### src/rtl/round_referee_if.sv
// Signal bundle between the round referee and its environment.
// The generator and player side drive master; the referee is the slave.
interface round_referee_if;
    logic [1:0] player_choice;
    logic       player_lock;
    logic       new_match;
    logic [1:0] computer_choice;
    logic       stop_signal;
    logic [1:0] round_result;
    logic       result_valid;
    logic [3:0] player_score;
    logic [3:0] computer_score;
    logic       match_over;
    logic [1:0] match_winner;

    modport master (
        output player_choice, player_lock, new_match, computer_choice,
        input  stop_signal, round_result, result_valid, player_score,
               computer_score, match_over, match_winner
    );

    modport slave (
        input  player_choice, player_lock, new_match, computer_choice,
        output stop_signal, round_result, result_valid, player_score,
               computer_score, match_over, match_winner
    );
endinterface

### src/rtl/round_referee.sv
// Rock-Paper-Scissors round controller: freezes the choice generator on a lock,
// re-rolls Unset samples, judges the round and keeps match score.
module round_referee #(
    parameter int WIN_SCORE     = 3,
    parameter int SHOW_CYCLES   = 8,
    parameter int REROLL_CYCLES = 4
) (
    input  logic          clock,
    input  logic          reset_n,
    round_referee_if.slave rr
);
    localparam int CMAX = (SHOW_CYCLES > REROLL_CYCLES) ? SHOW_CYCLES : REROLL_CYCLES;
    localparam int CW   = $clog2(CMAX + 1);
    localparam logic [CW-1:0] SHOW_LAST   = CW'(SHOW_CYCLES - 1);
    localparam logic [CW-1:0] REROLL_LAST = CW'(REROLL_CYCLES - 1);
    localparam logic [3:0]    WIN         = 4'(WIN_SCORE);

    typedef enum logic [2:0] {
        S_WAIT, S_LOCK, S_JUDGE, S_REROLL, S_SHOW, S_OVER
    } state_t;

    state_t          r_state, w_state_nxt;
    logic [1:0]      r_pchoice, w_pchoice;
    logic [CW-1:0]   r_cnt, w_cnt;
    logic            r_stop, w_stop;
    logic [1:0]      r_result, w_result;
    logic            r_valid, w_valid;
    logic [3:0]      r_pscore, w_pscore;
    logic [3:0]      r_cscore, w_cscore;
    logic            r_over, w_over;
    logic [1:0]      r_winner, w_winner;

    logic w_pwin, w_draw;
    assign w_draw = (r_pchoice == rr.computer_choice);
    assign w_pwin = (r_pchoice == 2'd2 && rr.computer_choice == 2'd1) ||
                    (r_pchoice == 2'd3 && rr.computer_choice == 2'd2) ||
                    (r_pchoice == 2'd1 && rr.computer_choice == 2'd3);

    always_comb begin
        w_state_nxt = r_state;
        w_pchoice   = r_pchoice;
        w_cnt       = r_cnt;
        w_stop      = r_stop;
        w_result    = r_result;
        w_valid     = 1'b0;
        w_pscore    = r_pscore;
        w_cscore    = r_cscore;
        w_over      = r_over;
        w_winner    = r_winner;

        if (rr.new_match) begin
            w_state_nxt = S_WAIT;
            w_pchoice   = 2'd0;
            w_cnt       = '0;
            w_stop      = 1'b0;
            w_result    = 2'd0;
            w_pscore    = 4'd0;
            w_cscore    = 4'd0;
            w_over      = 1'b0;
            w_winner    = 2'd0;
        end else begin
            case (r_state)
                S_WAIT: begin
                    w_stop = 1'b0;
                    if (rr.player_lock && rr.player_choice != 2'd0) begin
                        w_pchoice   = rr.player_choice;
                        w_stop      = 1'b1;
                        w_state_nxt = S_LOCK;
                    end
                end
                S_LOCK: w_state_nxt = S_JUDGE;
                S_JUDGE: begin
                    w_cnt = '0;
                    if (rr.computer_choice == 2'd0) begin
                        w_stop      = 1'b0;
                        w_state_nxt = S_REROLL;
                    end else begin
                        w_valid     = 1'b1;
                        w_state_nxt = S_SHOW;
                        if (w_draw) begin
                            w_result = 2'd3;
                        end else if (w_pwin) begin
                            w_result = 2'd1;
                            if (r_pscore < WIN) w_pscore = r_pscore + 4'd1;
                            if (r_pscore + 4'd1 == WIN) begin
                                w_over   = 1'b1;
                                w_winner = 2'd1;
                            end
                        end else begin
                            w_result = 2'd2;
                            if (r_cscore < WIN) w_cscore = r_cscore + 4'd1;
                            if (r_cscore + 4'd1 == WIN) begin
                                w_over   = 1'b1;
                                w_winner = 2'd2;
                            end
                        end
                    end
                end
                S_REROLL: begin
                    // Generator free-runs here; re-freeze and give it a settle cycle.
                    if (r_cnt == REROLL_LAST) begin
                        w_stop      = 1'b1;
                        w_state_nxt = S_LOCK;
                    end else begin
                        w_cnt = r_cnt + CW'(1);
                    end
                end
                S_SHOW: begin
                    if (r_cnt == SHOW_LAST) begin
                        w_stop      = 1'b0;
                        w_state_nxt = r_over ? S_OVER : S_WAIT;
                    end else begin
                        w_cnt = r_cnt + CW'(1);
                    end
                end
                S_OVER: w_stop = 1'b0;
                default: begin
                    w_state_nxt = S_WAIT;
                    w_stop      = 1'b0;
                end
            endcase
        end
    end

    always_ff @(posedge clock or negedge reset_n) begin
        if (!reset_n) begin
            r_state   <= S_WAIT;
            r_pchoice <= 2'd0;
            r_cnt     <= '0;
            r_stop    <= 1'b0;
            r_result  <= 2'd0;
            r_valid   <= 1'b0;
            r_pscore  <= 4'd0;
            r_cscore  <= 4'd0;
            r_over    <= 1'b0;
            r_winner  <= 2'd0;
        end else begin
            r_state   <= w_state_nxt;
            r_pchoice <= w_pchoice;
            r_cnt     <= w_cnt;
            r_stop    <= w_stop;
            r_result  <= w_result;
            r_valid   <= w_valid;
            r_pscore  <= w_pscore;
            r_cscore  <= w_cscore;
            r_over    <= w_over;
            r_winner  <= w_winner;
        end
    end

    assign rr.stop_signal    = r_stop;
    assign rr.round_result   = r_result;
    assign rr.result_valid   = r_valid;
    assign rr.player_score   = r_pscore;
    assign rr.computer_score = r_cscore;
    assign rr.match_over     = r_over;
    assign rr.match_winner   = r_winner;
endmodule

### src/flat_wrapper.sv
// flat-port wrapper written by rule: the top's interface ports become plain ports
module round_referee_flat 
#(
    parameter int WIN_SCORE     = 3,
    parameter int SHOW_CYCLES   = 8,
    parameter int REROLL_CYCLES = 4
)
  (clock, reset_n, rr_player_choice, rr_player_lock, rr_new_match, rr_computer_choice, rr_stop_signal, rr_round_result, rr_result_valid, rr_player_score, rr_computer_score, rr_match_over, rr_match_winner);
  round_referee_if rr_i ();
  input  logic clock;
  input  logic reset_n;
  input wire logic [$bits(rr_i.player_choice)-1:0] rr_player_choice;
  input wire logic [$bits(rr_i.player_lock)-1:0] rr_player_lock;
  input wire logic [$bits(rr_i.new_match)-1:0] rr_new_match;
  input wire logic [$bits(rr_i.computer_choice)-1:0] rr_computer_choice;
  output wire logic [$bits(rr_i.stop_signal)-1:0] rr_stop_signal;
  output wire logic [$bits(rr_i.round_result)-1:0] rr_round_result;
  output wire logic [$bits(rr_i.result_valid)-1:0] rr_result_valid;
  output wire logic [$bits(rr_i.player_score)-1:0] rr_player_score;
  output wire logic [$bits(rr_i.computer_score)-1:0] rr_computer_score;
  output wire logic [$bits(rr_i.match_over)-1:0] rr_match_over;
  output wire logic [$bits(rr_i.match_winner)-1:0] rr_match_winner;
  assign rr_i.player_choice = rr_player_choice;
  assign rr_i.player_lock = rr_player_lock;
  assign rr_i.new_match = rr_new_match;
  assign rr_i.computer_choice = rr_computer_choice;
  assign rr_stop_signal = rr_i.stop_signal;
  assign rr_round_result = rr_i.round_result;
  assign rr_result_valid = rr_i.result_valid;
  assign rr_player_score = rr_i.player_score;
  assign rr_computer_score = rr_i.computer_score;
  assign rr_match_over = rr_i.match_over;
  assign rr_match_winner = rr_i.match_winner;
  round_referee #(.WIN_SCORE(WIN_SCORE), .SHOW_CYCLES(SHOW_CYCLES), .REROLL_CYCLES(REROLL_CYCLES)) u_core (.clock(clock), .reset_n(reset_n), .rr(rr_i));
endmodule
### config.mk
export PLATFORM = sky130hd
export DESIGN_NAME = round_referee_flat
export DESIGN_NICKNAME = d
export VERILOG_FILES = /design/src/rtl/round_referee_if.sv /design/src/rtl/round_referee.sv /design/src/flat_wrapper.sv
export SDC_FILE = /design/constraint.sdc
export NUM_CORES = 1
export LEC_CHECK = 0
export ABC_AREA = 0
export BUFFER_PORTS_ARGS = -buffer_cell sky130_fd_sc_hd__buf_2
export CORE_UTILIZATION = 50
export DETAILED_ROUTE_END_ITERATION = 7
export HOLD_SLACK_MARGIN = 0.02
export PLACE_DENSITY_LB_ADDON = 0.1
export SLEW_MARGIN = 0
export SYNTH_ARGS = -nofsm -noshare
export SYNTH_HDL_FRONTEND = slang
export SYNTH_SLANG_ARGS = --single-unit
### constraint.sdc
create_clock -name clock -period 1.8 [get_ports clock]
set_input_delay 0.36 -clock clock [delete_from_list [all_inputs] [get_ports clock]]
set_output_delay 0.36 -clock clock [all_outputs]
set_load 0.1 [all_outputs]
; Word-level counts from Yosys, hierarchy flattened
; Index checks and enable logic that the tools add are counted.
[totals]
reg_bits = 24
elab_cells = 122
[classes]
n_addsub = 3
order_cmp = 2
n_eq_ne = 28
muxes = 54
reduce_logical = 25
[ops]
columns = cell, count
row1 = $mux W4, 15
row2 = $mux W2, 15
row3 = $mux W3, 6
row4 = $pmux W3 S6, 1
row5 = $mux W1, 15
row6 = $reduce_and A5 Y1, 3
row7 = $reduce_bool A2 Y1, 7
row8 = $add A4 B1 Y4 const B, 3
row9 = $eq A4 B2 Y1 const B, 3
row10 = $ne A3 B2 Y1 const B, 4
row11 = $pmux W4 S3, 1
row12 = $ne A2 B2 Y1 const B, 5
row13 = $ne A3 B3 Y1 const B, 3
row14 = $eq A2 B2 Y1 const B, 4
row15 = $lt A4 B2 Y1 const B, 2
row16 = $reduce_and A4 Y1, 2
row17 = $eq A3 B2 Y1 const B, 2
row18 = $eq A3 B3 Y1 const B, 2
row19 = $pmux W1 S5, 1
row20 = $eq A2 B1 Y1 const B, 2
row21 = $eq A4 B3 Y1 const B, 1
row22 = $logic_and A1 B1 Y1, 4
row23 = $reduce_and A2 Y1, 2
row24 = $reduce_bool A4 Y1, 1
row25 = other kinds (7), 8

; Longest topological paths before layout
; Gate-level depths: netlist of run 1.
[depth]
word_depth = 9
depth_mapped = 6
mapped_depth_nobuf = 6

; Least setup slack after synthesis of run 1
; Ideal clock, no wire load.
[synth_timing]
path_type = flip-flop to flip-flop
startpoint = register u_core.r_pscore[0], in the netlist u_core.rr.player_score[0]
endpoint = register u_core.r_winner[1], in the netlist u_core.rr.match_winner[1]
setup_ns = 0.126
arrival_ns = 2.085
setup_slack_ns = -0.411
path_stages_with_launch = 7
n_path_buf = 0
synth_period_minus_slack_ns = 2.211
cell_sequence = dfrtp_1 ha_1 nor3_1 a41oi_1 nor3b_1 nor3b_1 a221o_1
[synth_between]
elab_chain_len = 4
[synth_lines]
columns = element, line_no
row1 = start: declaration, round_referee.sv:28  ; logic [3:0] r_pscore, w_pscore;
row2 = start signal: assignment, round_referee.sv:144  ; r_pscore <= w_pscore;
row3 = $add A4 B1 Y4, round_referee.sv:85  ; if (r_pscore + 4'd1 == WIN) begin
row4 = $eq A4 B2 Y1, round_referee.sv:85
row5 = $ne A3 B3 Y1 (no line), -
row6 = $reduce_and A5 Y1 (no line), -
row7 = end signal: assignment, round_referee.sv:147  ; r_winner <= w_winner;
row8 = end: declaration, round_referee.sv:31  ; logic [1:0] r_winner, w_winner;
; No other way between the ends.
; A chain may end at the register's enable or synchronous reset.

; Final worst setup path of run 1
[layout_timing]
startpoint = register u_core.r_pscore[0], in the netlist u_core.rr.player_score[0]
endpoint = register u_core.r_winner[0], in the netlist u_core.rr.match_winner[0]
; Same word-level chain as after synthesis.

==> results of run 1 <==
-- per-layer routing --
metal  vias to the layer above  track usage, %  share of wire, %
met5                         -               0                 0
met1                       543            23.9                45
met3                         6            3.49               2.0
met2                        13            34.8                51
met4                         0            7.50               1.5
li1                        563               -                 -
-- cell usage after synthesis (all sizes together), types with 3 or more instances --
library cell	n
dfrtp	24
nor2	16
o21ai	10
nor3	8
a21oi	6
mux2	6
ha	5
inv	5
nor2b	5
clkbuf	4
mux2i	4
nand2b	4
nor3b	4
xor2	4
buf	3
nand2	3
or2	3
-- area by class of cell --
cell class	instances	area, sq um	area share, %
clock inverters	1	30.0	1.73
repair buffers	32	188	10.8
well taps	31	38.8	2.23
clock buffers	3	22.5	1.30
flip-flops and latches	24	621	35.7
multi-input cells	105	820	47.2
inverters	5	18.8	1.08
-- stage by stage --
| stage | setup WS (ns) | util, % | hold WS (ns) |
|---|---|---|---|
| after global routing | -0.0135 | 63.0 | 0.309 |
| after CTS | 0.0323 | 62.2 | 0.307 |
| final | 0.0351 | 63.0 | 0.307 |
| after detailed placement | 0.0638 | 59.9 | 0.387 |
| after global placement | 0.0787 | 59.9 | 0.375 |
| after floorplan | -0.000829 | - | 0.0644 |
-- state kept, by name (all words and copies together), names as in the netlist, 2 cells and up --
name                      count
u_core.r_cnt                  4
u_core.r_pchoice              2
u_core.r_state                3
u_core.rr.computer_score      4
u_core.rr.match_winner        2
u_core.rr.player_score        4
u_core.rr.round_result        2
-- cell families (layout without fill, tap and decap cells) --
logic type,count (synthesis),after routing,synth area share (%)
and+or+nand+nor,54,54,24.0
muxes,10,10,7.45
adders and majority gates,5,5,4.33
AOI/OAI and AO/OA,31,31,16.2
buffers and inverters,12,41,3.46
xor gates and xnor gates,5,5,3.03
DFF,24,24,41.6
-- what timing repair did --
item,CTS,global route
endpoints found under the hold margin,11,0
buffers inserted,0,1
setup endpoints to repair,0,2
resized for setup,0,3
hold buffers,1,0
-- path summary, 6_finish.rpt --
kind                       depth (start not counted)                       from  slack [ns]                   endpoint
setup / recovery                                   6  u_core.rr.player_score[0]        0.04  u_core.rr.match_winner[0]
hold / removal                                     3        rr_player_choice[0]        0.31        u_core.r_pchoice[0]
setup reg to reg                                   6  u_core.rr.player_score[0]        0.04  u_core.rr.match_winner[0]
hold reg to reg                                    2  u_core.rr.round_result[1]        0.50  u_core.rr.round_result[1]
max in group asynchronous                          2                    reset_n        0.83  u_core.rr.player_score[0]
min in group asynchronous                          2                    reset_n        0.53            u_core.r_cnt[1]
-- power breakdown --
| part | switching [W] | internal [W] | total, W |
|---|---|---|---|
| clock | 0.000176 | 0.000225 | 0.000401 |
| sequential | 0.0000969 | 0.000670 | 0.000767 |
| combinational | 0.000944 | 0.000383 | 0.00133 |
-- worst register-to-register path, cell delays in order, from the launching register on --
cell     delay (ns)
dfrtp_4        0.50
buf_4          0.16
a21bo_2        0.18
a41oi_1        0.26
nor3b_2        0.10
buf_4          0.14
a221o_1        0.32
==> summary.txt, run 1 <==
Finish
  • Commonest non-fill, non-tap cells in the layout: buf_2, dfrtp_1, nor2_1, o21ai_0, buf_4
  • Most common cell after layout, fill and taps aside: buf_2
  • Layout Area Growth over Synthesis: 20.3%
  • Fill cell count: approximately 230
  • Fraction of layout cells with a size suffix above 1: between 40% and 50%
  • Finished Layout Cells: approximately 200
  • # nets final: 184
  • Finished Cell Area: 1740 sq um
  • Antenna cell count: 0

Synthesis
  • Avg Cell Area, Syn: 10.2 sq um
  • Leading area contributor after synthesis: dfrtp_1
  • Yosys top cell area share: 41.6%
  • Netlist Area Pre-Place: ~1400 sq um
  • Syn Inst Count: around 140
  • Largest cells by area after synthesis: dfrtp_1, mux2_2, ha_1, nor2_1, o21ai_0
  • EDFF count, synth: 0
  • Yosys reg bits: 24
  • Async SR Flop Fraction: 100%
  • Synthesis Warnings: 0
  • Sequential area share after synthesis: about 42%
  • Synthesized Nets: approximately 150
  • Yosys cell types: 47
  • Top FF cell, synth: dfrtp_1

Setup path
  • Startpoint types: register
  • Slowest stage delay, CP: 0.50 ns
  • Worst EP required: 2.01 ns
  • CP bufs+invs: 2
  • CP Class: reg -> reg
  • Ordered list of cells on the worst path: buf_4 > a21bo_2 > a41oi_1 > nor3b_2 > buf_4 > a221o_1
  • Critical path fanouts, max: 6
  • CP most frequent cell: buf_4
  • WP data arrival: roughly 2 ns
  • Critical Path Sink Type: register
  • Crit-path slowest cell: dfrtp_4
  • Crit path max-delay family: compound AO/OA/AOI/OAI gates

Routing
  • WL final: 2970 um
  • Vias: 1125
  • DR iter-0 viols: 46
  • Post-route ant nets: 0
  • DR WL/cell: 14.8 um
  • Via density per instance: ~5.6
  • Remaining DRCs: 0
  • TritonRoute pass-1 iters: 4

Power
  • Static Leak: 0.797 nW
  • Worst vdd ir: between 1 and 1.5 mV
  • Power Total: between 0.002 and 0.0025 W
  • Pwr/cell area: between 1000 and 1500 nW/um^2

Floorplan
  • Chip Width: 55.8 um
  • Rows: 19
  • Core area: ~2800 sq um
  • DIE AREA: roughly 3100 sq um
  • Starting Density: 52.4%
  • Vert. Die Dim: 55.8 um
  • Num ports: 23

Timing
  • F_max: 567 MHz
  • Setup_tns: 0 ns
  • Measured slew at the worst slew-check pin: 0.558 ns
  • Final Slew Violations: 0
  • Post-route minimum period: between 1.5 and 2 ns
  • Worst relative slew slack: 62.8%
  • Period Utilization, post-route: ~98%
  • Worst Clk Skew: 0.0133 ns
  • Final setup violating endpoints: 0
  • Fin. Hold Viols: 0

Global route
  • Vias in the first global route: 1079
  • GRT overflow: 0
  • Gr usage total: 19.7%
  • Largest net degree at the start of global routing: 25
  • First-pass GRT wire length: between 4000 and 5000 um
  • Initial antenna violation count: 0

CTS
  • TritonCTS buffer count: 3
  • Clk_lat worst skew: about 0.33 ns
  • Worst-path clk slew: 0.13 ns
  • CTS tree: done
  • Clock root buffer: clkbuf_4
  • Clock Path Buffers: 2
  • # H-tree levels: 1
  • # clock sinks: 24

Placement
  • PortBufs: 22
  • Hpwl dp: 2090 um
  • Post-Place Cells: 195
  • Placed cell area: 1650 sq um
  • GP Congestion: 0.816

Job
  • Max_cap viols: 0

Hold path
  • Path category of the worst min-delay check: in -> reg

Status
  • Run status: completed
(Power assumes the default switching activity.)
==> run 2: changes to the inputs <==
- CORE_UTILIZATION: 50 -> 60
- HOLD_SLACK_MARGIN: 0.02 -> default
- clock period: 1.8 -> 2.2 ns (I/O delays scaled with it)
==> summary.txt, run 2 (synthesis results as in run 1) <==
CTS
  • PostCTS Resize Cnt: 0 (unchanged)
  • # clock sinks: 24 (unchanged)
  • Clock Path Buffers: 2 (unchanged)
  • Setup repair bufs after CTS: 0 (unchanged)
  • Clk_lat worst skew: 0.31 ns (was 0.33 ns)
  • Cts hold-fix bufs: 0 (was 1)
  • Clock root buffer: clkbuf_4 (unchanged)
  • CTS tree: done (unchanged)
  • # H-tree levels: 1 (unchanged)
  • TritonCTS buffer count: 3 (unchanged)
  • Worst-path clk slew: 0.13 ns (about the same)

Setup path
  • Launch point of the critical path: u_core.rr.player_score[0] (unchanged)
  • Worst EP required: 2.41 ns (was 2.01 ns)
  • CP Class: reg -> reg (unchanged)
  • Critical Path Sink Type: register (unchanged)
  • Startpoint types: register (unchanged)
  • Reg-to-Reg Start: u_core.rr.player_score[0] (unchanged)
  • WP data arrival: 2.07 ns (was 1.97 ns)
  • Critical path fanouts, max: 7 (was 6)

Placement
  • Hpwl dp: 2090 um (about the same)
  • PortBufs: 22 (unchanged)
  • Setup Slack @ Placement: 0.336 ns (was 0.0638 ns)
  • GP Congestion: 0.767 (was 0.816)
  • Placed cell area: 1590 sq um (was 1650 sq um)

Timing
  • Measured slew at the worst slew-check pin: 0.551 ns (was 0.558 ns)
  • Fin. Hold Viols: 0 (unchanged)
  • Worst relative slew slack: 63.2% (was 62.8%)
  • Final WS setup: 0.341 ns (was 0.0351 ns)
  • Setup_tns: 0 ns (unchanged)
  • Period Utilization, post-route: 84.5% (was 98.0%)
  • Final Slew Violations: 0 (unchanged)
  • Final setup violating endpoints: 0 (unchanged)
  • Worst Clk Skew: 0.000741 ns (was 0.0133 ns)
  • RSZ-0062 raised after global routing: false
  • Post-route minimum period: 1.86 ns (was 1.76 ns)
  • F_max: 538 MHz (was 567 MHz)

Finish
  • # nets final: 178 (was 184)
  • Finished Cell Area: 1640 sq um (was 1740 sq um)
  • Antenna cell count: 0 (unchanged)
  • Layout Area Growth over Synthesis: 13.7% (was 20.3%)
  • Commonest non-fill, non-tap cells in the layout: dfrtp_1, buf_2, nor2_1, o21ai_0, nor3_1 (was buf_2, dfrtp_1, nor2_1, o21ai_0, buf_4)
  • Most common cell after layout, fill and taps aside: dfrtp_1 (was buf_2)
  • Final Core Density: 73.6% (was 63.0%)
  • Fill cell count: 165 (was 231)
  • Fraction of layout cells with a size suffix above 1: 30.5% (was 40.0%)

Floorplan
  • Num ports: 23 (unchanged)
  • Vert. Die Dim: 51.1 um (was 55.8 um)
  • Starting Density: 64.7% (was 52.4%)
  • DIE AREA: 2610 sq um (was 3110 sq um)
  • Chip Width: 51.1 um (was 55.8 um)
  • Rows: 17 (was 19)
  • Core area: 2230 sq um (was 2760 sq um)

Power
  • Static Leak: 0.781 nW (was 0.797 nW)
  • Worst vdd ir: 0.934 mV (was 1.25 mV)
  • Power Total: 0.00198 W (was 0.00250 W)
  • Pwr/cell area: 1200 nW/um^2 (was 1440 nW/um^2)

Status
  • Run status: completed (unchanged)

Job
  • Max_cap viols: 0 (unchanged)

Routing
  • Vias: 1125 (unchanged)
  • Top Metal Used: met4 (unchanged)
  • TritonRoute pass-1 iters: 4 (unchanged)
  • M1 WL: 1250 um (was 1340 um)
  • Met2 wire length: 1530 um (about the same)
  • Metal3 WL: 78 um (was 60 um)
  • Remaining DRCs: 0 (unchanged)
  • DR WL/cell: 15.1 um (was 14.8 um)
  • Post-route ant nets: 0 (unchanged)
  • DR iter-0 viols: 28 (was 46)
  • WL final: 2910 um (was 2970 um)
  • Via density per instance: 5.86 (was 5.60)

Global route
  • First-pass GRT wire length: 4780 um (was 4800 um)
  • Gr usage total: 25.1% (was 19.7%)
  • Largest net degree at the start of global routing: 25 (unchanged)
  • GRT overflow: 0 (unchanged)
  • Initial antenna violation count: 0 (unchanged)
  • Vias in the first global route: 1095 (was 1079)

Hold path
  • Path category of the worst min-delay check: in -> async (was in -> reg)
run 2: changes by cell type in the layout (fill, tap and decap cells not counted):
cell	change
dfrtp_4	-4
dfrtp_1	+7
nor3b_1	+1
ha_2	-2
buf_4	-5
nor3b_2	-1
ha_1	+2
nor3_1	+3
dfrtp_2	-3
dlygate4sd3_1	-1
nor3_2	-3
run 2: where the power goes:
| group | switching (W) | internal (W) |
|---|---|---|
| combinational | 0.000746 | 0.000280 |
| clock | 0.000136 | 0.000184 |
| sequential | 0.000100 | 0.000531 |
| total | 0.000982 | 0.000995 |
run 2: final cells by class:
cell class,count,area [sq um],area share (%)
clock buffers,3,22.5,1.37
clock inverters,1,30.0,1.83
inverters,5,18.8,1.14
multi-input cells,105,795,48.4
flip-flops and latches,24,602,36.6
well taps,28,35.0,2.13
repair buffers,26,140,8.53
run 2: worst paths after layout:
path                       cells after the start                         to  slack, ns
max                                            6  u_core.rr.match_winner[1]       0.34
min                                            1      u_core.rr.stop_signal       0.09
max reg2reg                                    6  u_core.rr.match_winner[1]       0.34
min reg2reg                                    2  u_core.rr.round_result[1]       0.52
max in group asynchronous                      1  u_core.rr.player_score[0]       1.72
min in group clock                             3        u_core.r_pchoice[0]       0.38
run 2: stage by stage:
stage	hold WS, ns	instances
floorplan	0.144	141
global placement	0.442	188
detailed placement	0.452	188
CTS	0.0859	192
global route	0.122	192
finish	0.0862	192
run 2: layer usage:
metal	global-route usage (%)	up-vias
li1	-	557
met1	30.2	540
met2	45.0	22
met3	3.57	6
met4	9.72	0
met5	0	-
run 2: critical path, cell delays in order, from the launching register on:
cell	delay [ns]
dfrtp_2	0.47
ha_1	0.22
nor3_1	0.23
a41oi_1	0.08
nor3b_1	0.37
nor3b_1	0.10
a221o_1	0.29
==> run 3: changes to the inputs <==
- ABC_AREA: 0 -> 1
- CORE_UTILIZATION: 60 -> 56
- clock period: 2.2 -> 1.8 ns (I/O delays scaled with it)
==> summary.txt, run 3 <==
Synthesis
  • Most numerous cell in the Yosys netlist: nand2_1 (was dfrtp_1)
  • Synthesis Warnings: 0 (unchanged)
  • Avg Cell Area, Syn: 7.33 sq um (was 10.2 sq um)
  • Leading area contributor after synthesis: dfrtp_1 (unchanged)
  • Multiplexer share of the synthesized area: 0% (was 7.45%)
  • Post-synthesis compound-gate area fraction: 9.44% (was 16.2%)
  • Largest family of logic cells by synthesized area: simple AND/OR/NAND/NOR gates (unchanged)
  • Top FF cell, synth: dfrtp_1 (unchanged)
  • Yosys top cell area share: 39.8% (was 41.6%)
  • Synthesized Nets: 219 (was 154)
  • Post-synthesis xor/xnor area fraction: 1.16% (was 3.03%)
  • Largest cells by area after synthesis: dfrtp_1, nand2_1, nor2_1, inv_1, nand3_1 (was dfrtp_1, mux2_2, ha_1, nor2_1, o21ai_0)
  • Yosys cell types: 29 (was 47)
  • Synth Area in Simple Gates: 36.9% (was 24.0%)
  • Commonest cells in the netlist: nand2_1, nor2_1, dfrtp_1 (was dfrtp_1, nor2_1, o21ai_0)
  • Post-synthesis adder-cell area fraction: 4.14% (was 4.33%)
  • Syn Inst Count: 206 (was 141)
  • Netlist Area Pre-Place: 1510 sq um (was 1450 sq um)
  • Yosys reg bits: 24 (unchanged)
  • EDFF count, synth: 0 (unchanged)
  • Sequential area share after synthesis: 39.8% (was 41.6%)
  • Async SR Flop Fraction: 100% (unchanged)

Placement
  • PortBufs: 22 (unchanged)
  • Hpwl dp: 2290 um (was 2090 um)
  • GP Congestion: 0.867 (was 0.767)
  • Setup Slack @ Placement: 0.295 ns (was 0.336 ns)

Timing
  • Post-route minimum period: 1.64 ns
  • Worst Clk Skew: 0.0122 ns (was 0.000741 ns)
  • Fin. Hold Viols: 14 (was 0)
  • Worst hold slack: -0.00723 ns (was 0.0862 ns)
  • Final setup violating endpoints: 0 (unchanged)
  • F_max: 610 MHz
  • Worst relative slew slack: 63.6% (was 63.2%)
  • Measured slew at the worst slew-check pin: 0.546 ns (was 0.551 ns)
  • Period Utilization, post-route: 91.1%
  • Final Slew Violations: 0 (unchanged)
  • Setup_tns: 0 ns (unchanged)
  • RSZ-0062 raised after global routing: false (unchanged)
  • Final WS setup: 0.160 ns (was 0.341 ns)

Power
  • Static Leak: 0.925 nW (was 0.781 nW)
  • Pwr/cell area: 1350 nW/um^2 (was 1200 nW/um^2)
  • Worst vdd ir: 1.14 mV (was 0.934 mV)

Finish
  • Most common cell after layout, fill and taps aside: nand2_1 (was dfrtp_1)
  • Antenna cell count: 0 (unchanged)
  • Fill cell count: 211 (was 165)
  • Layout Area Growth over Synthesis: 13.0% (was 13.7%)
  • Commonest non-fill, non-tap cells in the layout: nand2_1, nor2_1, inv_1, buf_2, dfrtp_1 (was dfrtp_1, buf_2, nor2_1, o21ai_0, nor3_1)
  • # nets final: 244 (was 178)
  • Fraction of layout cells with a size suffix above 1: 23.5% (was 30.5%)

Setup path
  • Startpoint types: register (unchanged)
  • Crit-path slowest cell: dfrtp_1 (was dfrtp_2)
  • Worst EP required: 1.44 ns (was 2.41 ns)
  • Crit path max-delay family: flip-flops (was simple AND/OR/NAND/NOR gates)
  • Slowest stage delay, CP: 0.48 ns (was 0.47 ns)
  • Critical path fanouts, max: 7 (unchanged)
  • Ordered list of cells on the worst path: buf_2 (was ha_1 > nor3_1 > a41oi_1 > nor3b_1 > nor3b_1 > a221o_1)
  • Critical Path Sink Type: output port (was register)
  • CP bufs+invs: 1 (was 0)
  • CP Class: reg -> out (was reg -> reg)
  • R2R setup slack: 0.34 ns (about the same)
  • WP data arrival: 1.28 ns (was 2.07 ns)

CTS
  • Clock Path Buffers: 2 (unchanged)
  • Worst-path clk slew: 0.14 ns (was 0.13 ns)
  • # H-tree levels: 1 (unchanged)
  • Clock root buffer: clkbuf_4 (unchanged)
  • CTS tree: done (unchanged)
  • TritonCTS buffer count: 3 (unchanged)
  • # clock sinks: 24 (unchanged)
  • Cts hold-fix bufs: 0 (unchanged)
  • Clk_lat worst skew: 0.33 ns (was 0.31 ns)
  • Setup repair bufs after CTS: 0 (unchanged)
  • PostCTS Resize Cnt: 0 (unchanged)

Global route
  • First-pass GRT wire length: 4930 um (was 4780 um)
  • Largest net degree at the start of global routing: 25 (unchanged)
  • GRT overflow: 0 (unchanged)
  • Gr usage total: 23.8% (was 25.1%)
  • Vias in the first global route: 1207 (was 1095)
  • Initial antenna violation count: 0 (unchanged)

Routing
  • DR iter-0 viols: 26 (was 28)
  • Remaining DRCs: 0 (unchanged)
  • Metal3 WL: 144 um (was 78 um)
  • Vias: 1396 (was 1125)
  • WL final: 3030 um (was 2910 um)
  • Met2 wire length: 1430 um (was 1530 um)
  • Post-route ant nets: 0 (unchanged)
  • Top Metal Used: met4 (unchanged)
  • Via density per instance: 5.37 (was 5.86)
  • DR WL/cell: 11.6 um (was 15.1 um)
  • TritonRoute pass-1 iters: 4 (unchanged)
  • M1 WL: 1410 um (was 1250 um)

Status
  • Failing checks: hold timing
  • Run status: complete, but fails checks (was completed)

Floorplan
  • Vert. Die Dim: 53.9 um (was 51.1 um)
  • Chip Width: 53.9 um (was 51.1 um)
  • Starting Density: 59.9% (was 64.7%)
  • Rows: 18 (was 17)
  • Num ports: 23 (unchanged)
  • Core area: 2520 sq um (was 2230 sq um)
  • DIE AREA: 2910 sq um (was 2610 sq um)

Job
  • Max_cap viols: 0 (unchanged)

Hold path
  • Path category of the worst min-delay check: in -> async (unchanged)
run 3: cell types whose count changed after synthesis, sizes merged, moves of 6 or more:
cell   delta
nand3    +17
nand2    +56
mux2      -6
nor2     +17
inv      +24
run 3: path summary, 6_finish.rpt:
check,start,endpoint,depth (start not counted)
min in group clock,rr_player_choice[1],u_core.r_pchoice[1],3
min,reset_n,u_core.rr.result_valid,1
max reg2reg,u_core.rr.player_score[0],u_core.rr.match_over,9
min reg2reg,u_core.rr.match_winner[1],u_core.rr.match_winner[1],2
max,u_core.rr.player_score[2],rr_player_score[2],1
max in group asynchronous,reset_n,u_core.rr.computer_score[1],1
run 3: per-layer routing:
metal,global-route usage [%],vias up
met5,0,-
met4,9.21,0
met3,4.52,5
met2,41.4,36
met1,28.7,652
li1,-,703
run 3: layout make-up:
class / count / area, sq um / share of cell area (%)
repair buffers: 23 / 118 / 6.89
inverters: 30 / 114 / 6.67
clock buffers: 3 / 22.5 / 1.32
multi-input cells: 149 / 779 / 45.7
flip-flops and latches: 24 / 606 / 35.5
well taps: 30 / 37.5 / 2.20
clock inverters: 1 / 30.0 / 1.76
run 3: power by group:
| group | internal (W) | switching, W |
|---|---|---|
| combinational | 0.000244 | 0.000897 |
| sequential | 0.000646 | 0.000110 |
| clock | 0.000225 | 0.000173 |
run 3: kinds of logic (layout without fill, tap and decap cells):
group,count (synthesis),in the layout
fa+ha+maj,5,5
compound gates,23,23
buf+inv,33,57
flops,24,24
simple gates,119,119
xor+xnor,2,2
run 3: metrics by stage:
stage / cells / instance area (sq um) / total power (W) / utilization, %
after global routing: 260 / 1710 / 0.00243 / 67.7
after floorplan: 206 / 1520 / 0.00169 / -
after CTS: 260 / 1710 / 0.00230 / 67.7
after global placement: 256 / 1650 / 0.00187 / 65.6
final: 260 / 1710 / 0.00230 / 67.7
after detailed placement: 256 / 1650 / 0.00190 / 65.6
